### src/rtl/button_counter_multi.sv
// button_counter_multi: per-channel synchronizer, debouncer, edge detector and wrap/saturate counter
module button_counter_multi #(
  parameter int CHANNELS = 2,
  parameter int CNT_W = 4,
  parameter int SYNC_STAGES = 2,
  parameter int DEBOUNCE_CYC = 16,
  parameter int EDGE_MODE = 0,
  parameter int SATURATE = 0
) (
  input  logic                      clk,
  input  logic                      rst,
  input  logic [CHANNELS-1:0]       btn_in,
  input  logic                      en,
  input  logic [CHANNELS-1:0]       clr,
  output logic [CHANNELS-1:0]       btn_level,
  output logic [CHANNELS-1:0]       pulse,
  output logic [CHANNELS-1:0]       wrap,
  output logic [CHANNELS*CNT_W-1:0] count_out
);
  localparam int DW = $clog2(DEBOUNCE_CYC);
  for (genvar c = 0; c < CHANNELS; c++) begin : g_ch
    logic [SYNC_STAGES-1:0] sync;
    logic [DW-1:0] dcnt;
    logic [CNT_W-1:0] cnt;
    logic level, pulse_r, wrap_r, s, flip, ev, at_max;
    assign s = sync[SYNC_STAGES-1];
    assign flip = (s != level) && (dcnt == DW'(DEBOUNCE_CYC - 1));
    // s is the level being adopted, so s=1 means a rising edge
    assign ev = flip && ((EDGE_MODE == 2) || ((EDGE_MODE == 0) == s));
    assign at_max = cnt == '1;
    always_ff @(posedge clk) begin
      if (rst) begin
        sync <= '0;
        dcnt <= '0;
        level <= 1'b0;
        pulse_r <= 1'b0;
        wrap_r <= 1'b0;
        cnt <= '0;
      end else begin
        sync <= {sync[SYNC_STAGES-2:0], btn_in[c]};
        dcnt <= (s == level || flip) ? '0 : dcnt + DW'(1);
        if (flip) level <= s;
        pulse_r <= ev;
        wrap_r <= !clr[c] && ev && en && at_max;
        cnt <= clr[c] ? '0 : (ev && en) ? ((at_max && SATURATE != 0) ? cnt : cnt + CNT_W'(1)) : cnt;
      end
    end
    assign btn_level[c] = level;
    assign pulse[c] = pulse_r;
    assign wrap[c] = wrap_r;
    assign count_out[c*CNT_W +: CNT_W] = cnt;
  end
endmodule

### config.mk
export PLATFORM = sky130hd
export DESIGN_NAME = button_counter_multi
export DESIGN_NICKNAME = d
export VERILOG_FILES = /design/src/rtl/button_counter_multi.sv
export SDC_FILE = /design/constraint.sdc
export NUM_CORES = 1
export LEC_CHECK = 0
export ABC_CLOCK_PERIOD_IN_PS = 2300
export CAP_MARGIN = 20
export CORE_AREA = 2 2 60 62
export CTS_BUF_LIST = sky130_fd_sc_hd__clkbuf_2 sky130_fd_sc_hd__clkbuf_4 sky130_fd_sc_hd__clkbuf_8
export DETAILED_ROUTE_END_ITERATION = 10
export DIE_AREA = 0 0 62 64
export PLACE_DENSITY = 0.58
export SLEW_MARGIN = 20
export SYNTH_ARGS = -nofsm -noshare
export SYNTH_HDL_FRONTEND = slang
export SYNTH_SLANG_ARGS = --single-unit
### constraint.sdc
create_clock -name clk -period 2.3 [get_ports clk]
set_input_delay 0.23 -clock clk [delete_from_list [all_inputs] [get_ports clk]]
set_output_delay 0.23 -clock clk [all_outputs]
set_load 0.02 [all_outputs]
==> summary.md <==
| Metric | Value |
|---|---|
| DPL Wire Length | 1.33 mm |
| Clock Sinks | 26 |
| Critical Path Sink Type | flip-flop |
| Synthesized Nets | 124 |
| Cell area after technology mapping | 1100 sq um |
| Buffer and inverter count on the worst path | 0 |
| Cell type of the slowest stage on the worst timing path | or4_1 |
| Count of port buffers added during placement | 20 |
| Layout cell share with drive strength beyond 1 | 7.75% |
| CTS tree | done |
| Crit Path Category | reg2reg |
| Compound-cell area share of the yosys netlist | 8.66% |
| Via count of the first global-routing pass | 761 |
| Syn. warnings | 0 |
| Number of flip-flops and latches in the synthesized netlist | 26 |
| Worst stage delay on the critical path | 0.59 ns |
| Share of cell area taken by muxes after synthesis | 1.03% |
| Via/cell ratio | 4.61 |
| Row cnt | 21 |
| Setup crit start kind | flip-flop |
| Simple-gate area share of the yosys netlist | 26.0% |
| Initial standard-cell utilization of the core | 33.4% |
| Post-synthesis sequential area ratio | 47.4% |
| Overall die area | 3970 sq um |
| Setup bufs post-CTS | 0 |
| Initial antenna violation count | 0 |
| Cts hold-fix bufs | 0 |
| Cell type contributing the most total cell area after synthesis | dfxtp_1 |
| Detail Route Antenna Nets | 0 |
| Post-DR wirelength/cell | 10.6 um |
| Critical path cell sequence | ha_1 > nand3_1 > or4_1 > a21oi_1 |
| Area fraction of the dominant cell type after synthesis | 47.4% |
| Latest clock arrival within the worst-skew pair | 0.32 ns |
| Total routing resource utilization after global routing | 10.7% |
| Die boundary height | 64 um |
| Top cells by area, synth | dfxtp_1 47%, buf_4 4.8%, xor2_1 4.8% |
| Reg clk slew, reported paths | 0.15 ns |
| Maximum number of pins on one net before global-route repair | 15 |
| Worst Max-Slew Pin Slew | 0.396 ns |
| Synth async-reset ratio | 0% |
| Number of slew-limit violations in the final report | 0 |
| Overall power consumption | 717 uW |
| Total leakage power | 0.000511 uW |
| Total clock buffers created by CTS | 3 |
| Number of H-tree levels | 1 |
| Via total after detailed routing | 807 |
| Max Buffers Root-to-Sink | 2 |
| Post-synthesis xor/xnor area fraction | 4.78% |
| Library cells used by synthesis | 25 |
| Floorplan Core Area | 3280 sq um |
| Leading register cell type out of synthesis | dfxtp_1 |
| Root Driver | clkbuf_4 |
| Hold Vio Cnt, Final | 0 |
| Ranking of synthesized cells by instance count | 26 x dfxtp_1, 9 x a21oi_1, 7 x buf_4, 7 x nand3_1, 7 x nor2_1 |
| Peak supply drop | 338 uV |
| Hold crit path type | in2reg |
| Highest clock rate | 589 MHz |
| Combinational family with the most area after synthesis | simple AND/OR/NAND/NOR gates |
| Adder and majority cell fraction of the synthesized area | 4.56% |
| Post-Route Skew | 0.0114 ns |
| Total length of routed wires | 1.85 mm |
| Count of routing violations after the opening detailed-route iteration | 61 |
| Share of the cycle needed by the critical path after routing | 73.8% |
| Resized Gates After CTS | 0 |
| Residual overflow from global routing | 0 |
| Instance count of the mapped netlist | 113 |
| Top cell family by delay on the critical path | simple AND/OR/NAND/NOR gates |
| Die width | 62 um |
| Final total negative setup slack | 0 ns |
| Setup repair after global routing missed its margin | no |
| Global-route wire length before repair | 3.22 mm |
| Total Nets Final | 141 |
| Count of endpoints failing setup in the final report | 0 |
| Gpl congestion | 0.767 |
| Data arrival time of the critical path | 1.95 ns |
| Area growth from synthesis to layout | 21.9% |
| Outcome | finished, final reports clean |
| Number of enable-type register cells in the synthesized netlist | 0 |
| Post-route core utilization | 40.8% |
| Final critical-path required period | 1.70 ns |
| Max-cap violations | 0 |
| Most numerous cell in the Yosys netlist | dfxtp_1 |
| Synthesized area per cell | 9.72 sq um |
| Highest fanout seen on the critical path | 12 |
| Data required time at the worst endpoint | 2.55 ns |
| Antenna cells | 0 |
| Power Density | 536 nW/um^2 |
| Relative max-transition margin | 73.5% |
| Total DRC errors in the routed layout | 0 |
| Iteration count of the initial detailed-routing pass | 4 |
| IO Count | 21 |
## metal layers
layer,track usage [%],vias to the layer above,share of wire (%)
met5,0,-,0
met4,5.59,0,1.8
met3,2.63,2,3.5
met2,16.5,19,46
met1,13.2,367,49
li1,-,419,-
## cell families after synthesis
group | Yosys count
compound gates | 17
xor+xnor | 6
fa+ha+maj | 4
buf+inv | 15
flops | 26
mux | 1
simple gates | 44
## state kept, by name (all words and copies together), names as in the netlist
name	flops
g_ch.sync	4
g_ch.pulse_r	2
g_ch.cnt	8
g_ch.wrap_r	2
g_ch.dcnt	8
g_ch.level	2
## power by group
group          switching [uW]  total (uW)  internal (uW)
registers                3.21         458            455
logic                    12.6        29.3           16.6
clock network             133         230           96.6
## layout by cell type (no fill, tap or decap), drive strengths merged
master,netlist,routed
dfxtp,26,26
clkdlybuf4s50,0,20
a21oi,9,9
nand3,7,7
nor2,7,7
xor2,6,6
inv,6,6
nor2b,5,5
or3,5,5
o31ai,4,4
or4,4,4
o21ai,4,4
ha,4,4
clkbuf,1,4
nand3b,4,4
nand2,3,3
and3b,2,2
or2,2,2
nor4b,2,2
and3,1,1
nor3,1,1
mux2,1,1
nor4,1,1
buf,8,1
## per-stage QoR
step / hold WS (ns) / setup WS, ns / std cells / cell area (sq um)
2_1_floorplan: 0.358 / 0.924 / 113 / 1100
3_3_place_gp: 0.421 / 0.664 / 171 / 1300
3_5_place_dp: 0.425 / 0.623 / 171 / 1300
4_1_cts: 0.440 / 0.605 / 175 / 1340
5_1_grt: 0.438 / 0.418 / 175 / 1340
6_report: 0.441 / 0.604 / 175 / 1340
## layout make-up
class,count,area (sq um)
inverters,6,22.5
clock buffers,4,36.3
flip-flops and latches,26,520
fillers,323,1950
repair buffers,21,208
multi-input cells,72,494
well taps,46,57.6
## path summary, 6_finish.rpt
| path | start | end | slack (ns) | cells past startpoint |
|---|---|---|---|---|
| worst max-delay path | g_ch[0].dcnt[0]$_SDFF_PP0_ | g_ch[0].cnt[3]$_SDFFE_PP0P_ | 0.60 | 4 |
| worst min-delay path | btn_in[1] | g_ch[1].sync[0]$_SDFF_PP0_ | 0.44 | 2 |
| worst min register to register | g_ch[1].sync[0]$_SDFF_PP0_ | g_ch[1].sync[1]$_SDFF_PP0_ | 0.46 | 1 |
| worst max register to register | g_ch[0].dcnt[0]$_SDFF_PP0_ | g_ch[0].cnt[3]$_SDFFE_PP0P_ | 0.60 | 4 |
Power figures use the tool's default switching activity.
